===== src/rtl/if_fetch_pkg.sv =====
// Shared constants and hold-level encodings for the instruction fetch unit.
// Build option: define IF_FETCH_BYPASS_EN to let a returning word skip an empty prefetch FIFO.
`ifndef IF_FETCH_DEFINES
`define IF_FETCH_DEFINES
`define Hold_None 3'b000
`define Pause_Pc  3'b001
`define Pause_If  3'b010
`define Pause_Id  3'b011
`define INST_NOP  32'h0000_0013
// IF_FETCH_BYPASS_EN: when defined, a fresh response drives inst_o in its own cycle if the FIFO is empty.
`endif

package if_fetch_pkg;
   localparam logic [2:0]  HOLD_NONE     = `Hold_None;
   localparam logic [2:0]  HOLD_PAUSE_PC = `Pause_Pc;
   localparam logic [2:0]  HOLD_PAUSE_IF = `Pause_If;
   localparam logic [2:0]  HOLD_PAUSE_ID = `Pause_Id;
   localparam logic [31:0] INST_NOP_WORD = `INST_NOP;
   // FIFO entry layout: {inst[63:32], addr[31:0]}
   localparam int          ENTRY_W       = 64;
endpackage


===== src/rtl/if_fifo.sv =====
// Prefetch FIFO of {inst, addr} entries; power-of-two depth, flush clears all entries.
module if_fifo
   import if_fetch_pkg::*;
#(
   parameter int DEPTH = 2
) (
   input  logic                  clk,
   input  logic                  rst_n,
   input  logic                  i_push,
   input  logic                  i_pop,
   input  logic                  i_flush,
   input  logic [ENTRY_W-1:0]    i_wdata,
   output logic [ENTRY_W-1:0]    o_rdata,
   output logic                  o_empty,
   output logic                  o_full,
   output logic [$clog2(DEPTH):0] o_count
);
   localparam int AW = $clog2(DEPTH);

   logic [ENTRY_W-1:0] r_mem [DEPTH];
   logic [AW:0]        r_wr_ptr;
   logic [AW:0]        r_rd_ptr;
   logic               w_do_push;
   logic               w_do_pop;

   // Pointers carry one extra wrap bit so full and empty are distinguishable.
   assign o_count   = r_wr_ptr - r_rd_ptr;
   assign o_empty   = (r_wr_ptr == r_rd_ptr);
   assign o_full    = (r_wr_ptr[AW] != r_rd_ptr[AW]) &&
                      (r_wr_ptr[AW-1:0] == r_rd_ptr[AW-1:0]);
   assign w_do_push = i_push && !o_full && !i_flush;
   assign w_do_pop  = i_pop && !o_empty && !i_flush;
   assign o_rdata   = r_mem[r_rd_ptr[AW-1:0]];

   always_ff @(posedge clk) begin
      if (w_do_push) begin
         r_mem[r_wr_ptr[AW-1:0]] <= i_wdata;
      end
   end

   always_ff @(posedge clk or negedge rst_n) begin
      if (!rst_n) begin
         r_wr_ptr <= '0;
         r_rd_ptr <= '0;
      end else if (i_flush) begin
         r_wr_ptr <= '0;
         r_rd_ptr <= '0;
      end else begin
         if (w_do_push) r_wr_ptr <= r_wr_ptr + 1'b1;
         if (w_do_pop)  r_rd_ptr <= r_rd_ptr + 1'b1;
      end
   end
endmodule


===== src/rtl/if_fetch.sv =====
// Instruction fetch unit: owns the PC, issues word fetches on req/gnt/rvalid, buffers returns for IF/ID.
// Build option: IF_FETCH_BYPASS_EN enables the same-cycle path from an empty FIFO to the outputs.
module if_fetch
   import if_fetch_pkg::*;
#(
   parameter logic [31:0] RESET_ADDR = 32'h0000_0000,
   parameter int          FIFO_DEPTH = 2
) (
   input  logic        clk,
   input  logic        rst_n,
   input  logic        jump_flag_i,
   input  logic [31:0] jump_addr_i,
   input  logic [2:0]  hold_flag_i,
   output logic        ibus_req_o,
   output logic [31:0] ibus_addr_o,
   input  logic        ibus_gnt_i,
   input  logic        ibus_rvalid_i,
   input  logic [31:0] ibus_rdata_i,
   output logic [31:0] inst_o,
   output logic [31:0] inst_addr_o,
   output logic        inst_valid_o
);
   localparam int            CW      = $clog2(FIFO_DEPTH) + 1;
   localparam logic [CW-1:0] DEPTH_C = CW'(FIFO_DEPTH);

   logic          r_active;
   logic [31:0]   r_fetch_pc;
   logic [31:0]   r_resp_pc;
   logic [CW-1:0] r_credit;
   logic [CW-1:0] r_discard;

   logic               w_fifo_empty;
   logic               w_fifo_full;
   logic [CW-1:0]      w_fifo_count;
   logic [ENTRY_W-1:0] w_fifo_rdata;
   logic               w_hold_ok;
   logic               w_pop;
   logic               w_drop;
   logic               w_bypass;
   logic               w_push;
   logic               w_accept;
   logic [CW-1:0]      w_credit_eff;
   logic [CW-1:0]      w_credit_next;
   logic [CW-1:0]      w_inflight;
   logic [CW-1:0]      w_discard_on_jump;
   logic [31:0]        w_jump_target;

   assign w_hold_ok     = (hold_flag_i < HOLD_PAUSE_PC);
   assign w_pop         = !w_fifo_empty && w_hold_ok && !jump_flag_i;
   assign w_drop        = ibus_rvalid_i && (r_discard != '0);
`ifdef IF_FETCH_BYPASS_EN
   assign w_bypass      = w_fifo_empty && ibus_rvalid_i && !w_drop && w_hold_ok && !jump_flag_i;
`else
   assign w_bypass      = 1'b0;
`endif
   assign w_push        = ibus_rvalid_i && !w_drop && !w_bypass && !jump_flag_i && !w_fifo_full;

   // A pop this cycle frees a slot immediately, so a full unit can keep one request per cycle.
   assign w_credit_eff  = r_credit - CW'(w_pop);
   assign ibus_req_o    = r_active && !jump_flag_i && (w_credit_eff < DEPTH_C);
   assign ibus_addr_o   = r_fetch_pc;
   assign w_accept      = ibus_req_o && ibus_gnt_i;

   // Responses still owed by the bus; no request is accepted in a jump cycle.
   assign w_inflight        = r_credit - w_fifo_count;
   assign w_discard_on_jump = w_inflight - CW'(ibus_rvalid_i);
   assign w_jump_target     = jump_addr_i & 32'hFFFF_FFFC;
   assign w_credit_next     = r_credit + CW'(w_accept) - CW'(w_pop) - CW'(w_drop) - CW'(w_bypass);

   if_fifo #(
      .DEPTH (FIFO_DEPTH)
   ) u_fifo (
      .clk     (clk),
      .rst_n   (rst_n),
      .i_push  (w_push),
      .i_pop   (w_pop),
      .i_flush (jump_flag_i),
      .i_wdata ({ibus_rdata_i, r_resp_pc}),
      .o_rdata (w_fifo_rdata),
      .o_empty (w_fifo_empty),
      .o_full  (w_fifo_full),
      .o_count (w_fifo_count)
   );

   always_comb begin
      inst_o       = INST_NOP_WORD;
      inst_addr_o  = 32'h0;
      inst_valid_o = 1'b0;
      if (w_pop) begin
         inst_o       = w_fifo_rdata[63:32];
         inst_addr_o  = w_fifo_rdata[31:0];
         inst_valid_o = 1'b1;
      end
`ifdef IF_FETCH_BYPASS_EN
      else if (w_bypass) begin
         inst_o       = ibus_rdata_i;
         inst_addr_o  = r_resp_pc;
         inst_valid_o = 1'b1;
      end
`endif
   end

   // r_resp_pc tracks the address of the next live response; fetches after a redirect are sequential.
   always_ff @(posedge clk or negedge rst_n) begin
      if (!rst_n) begin
         r_active   <= 1'b0;
         r_fetch_pc <= RESET_ADDR;
         r_resp_pc  <= RESET_ADDR;
         r_credit   <= '0;
         r_discard  <= '0;
      end else begin
         r_active <= 1'b1;
         if (jump_flag_i) begin
            r_fetch_pc <= w_jump_target;
            r_resp_pc  <= w_jump_target;
            r_discard  <= w_discard_on_jump;
            r_credit   <= w_discard_on_jump;
         end else begin
            if (w_accept)            r_fetch_pc <= r_fetch_pc + 32'd4;
            if (w_push || w_bypass)  r_resp_pc  <= r_resp_pc + 32'd4;
            if (w_drop)              r_discard  <= r_discard - 1'b1;
            r_credit <= w_credit_next;
         end
      end
   end
endmodule

===== config.mk =====
export PLATFORM = sky130hd
export DESIGN_NAME = if_fetch
export DESIGN_NICKNAME = d
export VERILOG_FILES = /design/src/rtl/if_fetch_pkg.sv /design/src/rtl/if_fifo.sv /design/src/rtl/if_fetch.sv
export SDC_FILE = /design/constraint.sdc
export NUM_CORES = 1
export LEC_CHECK = 0
export ABC_AREA = 1
export BUFFER_PORTS_ARGS = -buffer_cell sky130_fd_sc_hd__buf_2
export CORE_MARGIN = 2
export CORE_UTILIZATION = 50
export DETAILED_ROUTE_END_ITERATION = 7
export HOLD_SLACK_MARGIN = 0.03
export PLACE_DENSITY = 0.73
export SYNTH_ARGS = -nofsm -noshare
export SYNTH_HDL_FRONTEND = slang
export SYNTH_SLANG_ARGS = --single-unit

===== constraint.sdc =====
create_clock -name clk -period 11.9 [get_ports clk]
set_input_delay 2.38 -clock clk [delete_from_list [all_inputs] [get_ports clk]]
set_output_delay 2.38 -clock clk [all_outputs]
set_load 0.02 [all_outputs]

==> metrics.md <==
| Metric | Value |
|---|---|
| Critical Path Sink Type | `output pin` |
| Post-Syn Area | `0.00957 mm²` |
| Top-Level Pins | `170` |
| TritonCTS clock tree | `yes` |
| Crit Path Category | `in2out` |
| Port buffer count | `163` |
| Layout cells sized above 1 | `18.4%` |
| GRT Total Usage | `23.4%` |
| Reg2Reg Depth | `16` |
| Root buffer cell | `clkbuf_16` |
| Largest net degree at the start of global routing | `70` |
| Synth Register Bits | `193` |
| Leakage power | `4.92 nW` |
| Clock buffer depth | `2` |
| Hpwl dp | `16000 µm` |
| Syn Inst Count | `1091` |
| Vias in the first global route | `7315` |
| Rows | `50` |
| DR vias | `7807` |
| Worst Hold Class | `reg2reg` |
| Post-layout util | `59.5%` |
| Minimum clock period | `6.56 ns` |
| Post-CTS Setup Bufs | `0` |
| ANT cells | `0` |
| Fillers | `1672` |
| Overflow after GRT | `0` |
| Worst Path Max Fanout | `44` |
| Hold_buf cts | `0` |
| Area after DPL | `0.0105 mm²` |
| Data required, critical path | `9.52 ns` |
| Final hold violations | `0` |
| RSZ-0062 raised after global routing | `no` |
| Primary FF master, synth | `edfxtp_1` |
| Clock buffer count from CTS | `17` |
| # resized after CTS | `0` |
| Final Power | `1.84 mW` |
| Critical path launch point type | `input port` |
| Synth Warn # | `0` |
| DRC viols | `0` |
| Total die area | `0.0203 mm²` |
| Crit share post-route | `55.1%` |
| Actual slew at the worst max-slew pin | `0.927 ns` |
| Core ar. | `0.0188 mm²` |
| Syn avg cell area | `8.77 µm²` |
| ANT nets after route | `0` |
| Status | `completed` |
| Initial drt markers | `579` |
| Drt via density | `5.26` |
| Post-route cell area | `0.0112 mm²` |
| Sink Count | `193` |
| Sequential-to-total area share from yosys stat | `56.9%` |
| Die width | `142 µm` |
| Max Fclk | `0.152 GHz` |
| Ys async rst share | `35.8%` |
| Routed len/inst | `15.8 µm` |
| Clk_skew | `0.0115 ns` |
| First-pass GRT wire length | `37100 µm` |
| Critical path arrival | `4.18 ns` |
| Max-slew violation count | `0` |
| Clk Latency, worst-skew pair | `0.44 ns` |
| Slew HR | `38.2%` |
| Layout area overhead | `16.7%` |
| Initial Util | `51.0%` |
| Number of flops mapped to enable cells by yosys | `124` |
| Drt pass-1 iters | `8` |
| Synth cell types | `41` |
| Max_cap viols | `0` |
| Initial antenna violation count | `0` |
| Placer Congestion | `0.920` |
| H-tree depth | `4` |
| Power Density | `165 mW/mm²` |
| Routed WL | `23500 µm` |
| # nets final | `1318` |
| Setup TNS | `0 ns` |
| VDD IR max | `0.000111 V` |
| # setup viols final | `0` |
| Worst hold path depth | `0` |
| Chip Height | `142 µm` |
| Clock-pin slew on the worst setup and hold paths | `0.08 ns` |
[power by group]
| part | switching [mW] | total [mW] | internal, mW |
|---|---|---|---|
| registers | 0.0790 | 0.888 | 0.809 |
| logic | 0.245 | 0.369 | 0.124 |
| clock network | 0.290 | 0.581 | 0.291 |
| total | 0.614 | 1.84 | 1.22 |
[stage by stage]
step           hold slack, ns  setup WS (ns)  instances
2_1_floorplan           0.442           5.78       1094
3_3_place_gp            0.487           5.30       1453
3_5_place_dp            0.487           5.30       1453
4_1_cts                 0.512           5.30       1485
5_1_grt                 0.531           5.16       1485
6_report                0.513           5.34       1485
[layer usage]
metal	share of wire, %	track usage [%]	vias up	routed length [µm]
li1	-	-	3882	-
met1	44	31.5	3648	10400
met2	48	39.0	246	11300
met3	6.2	4.58	31	1450
met4	1.6	6.77	0	371
met5	0	0	-	0
[area by class of cell]
cell class	count	area [µm²]	area share, %
Clock buffer	17	425	3.81
Clock inverter	15	195	1.75
Inverter	72	270	2.42
Multi-Input combinational cell	782	3650	32.7
Sequential cell	193	5450	48.8
Tap cell	234	293	2.62
Timing Repair Buffer	172	883	7.91
[final timing paths]
check,startpoint,end,slack [ns]
hold / removal,r_resp_pc[27],u_fifo.r_mem[0][27],0.51
setup reg to reg,u_fifo.r_wr_ptr[1],r_credit[1],9.19
setup / recovery,jump_flag_i,inst_addr_o[16],5.34
max in group asynchronous,rst_n,u_fifo.r_rd_ptr[0],9.08
min in group asynchronous,rst_n,ibus_addr_o[22],2.13
hold reg to reg,r_resp_pc[27],u_fifo.r_mem[0][27],0.51
[critical path, stage by stage]
cell and delay [ns]:
buf_2 0.08, buf_4 0.43, nor2_8 0.11, inv_2 0.43
buf_4 0.45, a21oi_1 0.10, buf_2 0.18
[cell usage in the layout (no fill, tap or decap), types with 3 or more instances in the layout]
master and count:
nand3_1 67, edfxtp_1 124, nor3_1 16, o21ai_1 4
o221ai_1 4, buf_4 9, conb_1 5, a21oi_1 64
buf_2 163, inv_12 3, clkinv_8 4, o21ai_0 28
inv_8 5, inv_2 6, o211ai_1 10, nand4_1 8
ha_1 6, xor2_1 23, nor2_1 75, inv_1 66
clkbuf_16 17, xnor2_1 7, nand3b_1 10, nand2_2 6
nand2_1 427, dfrtp_1 68
[logic make-up (layout without fill, tap and decap cells)]
kind of cell             Yosys count  after routing  share of synthesized area (%)
XOR/XNOR                          30             30                           2.75
AND/OR/NAND/NOR                  622            622                           27.2
buffers and inverters            119            276                           5.15
AO/OA/AOI/OAI                    117            117                           6.72
other                              2              5                         0.0785
adder cells (fa/ha/maj)            8              8                           1.20
flip-flops                       193            193                           56.9
[flip-flops by register name, summed over array words and instances, names as in the netlist]
signal / flops
u_fifo.r_wr_ptr: 2
ibus_addr_o: 30
r_resp_pc: 30
r_credit: 2
r_active: 1
u_fifo.r_mem: 124
r_discard: 2
u_fifo.r_rd_ptr: 2
[cells in the mapped netlist, types with 2 or more instances]
library cell	count	area share [%]
conb_1	2	0.078
nor3_1	16	0.84
ha_1	6	0.78
a21oi_1	64	3.3
nor2_1	76	3.0
inv_1	68	2.7
o211ai_1	10	0.78
nand3_2	2	0.21
nand3b_1	10	0.78
xor2_1	23	2.1
xnor2_1	7	0.64
dfrtp_1	69	18
o21ai_1	4	0.21
inv_2	4	0.16
nand3_1	67	3.5
edfxtp_1	124	39
buf_1	5	0.20
buf_4	9	0.71
fa_1	2	0.42
o21ai_0	28	1.5
nor2_2	2	0.13
buf_2	10	0.52
nor3_2	2	0.21
nand4_1	8	0.52
o221ai_1	4	0.37
nand2_2	6	0.39
clkbuf_1	23	0.90
nand2_1	427	17
Note: power is estimated with default switching activity, not from simulation.
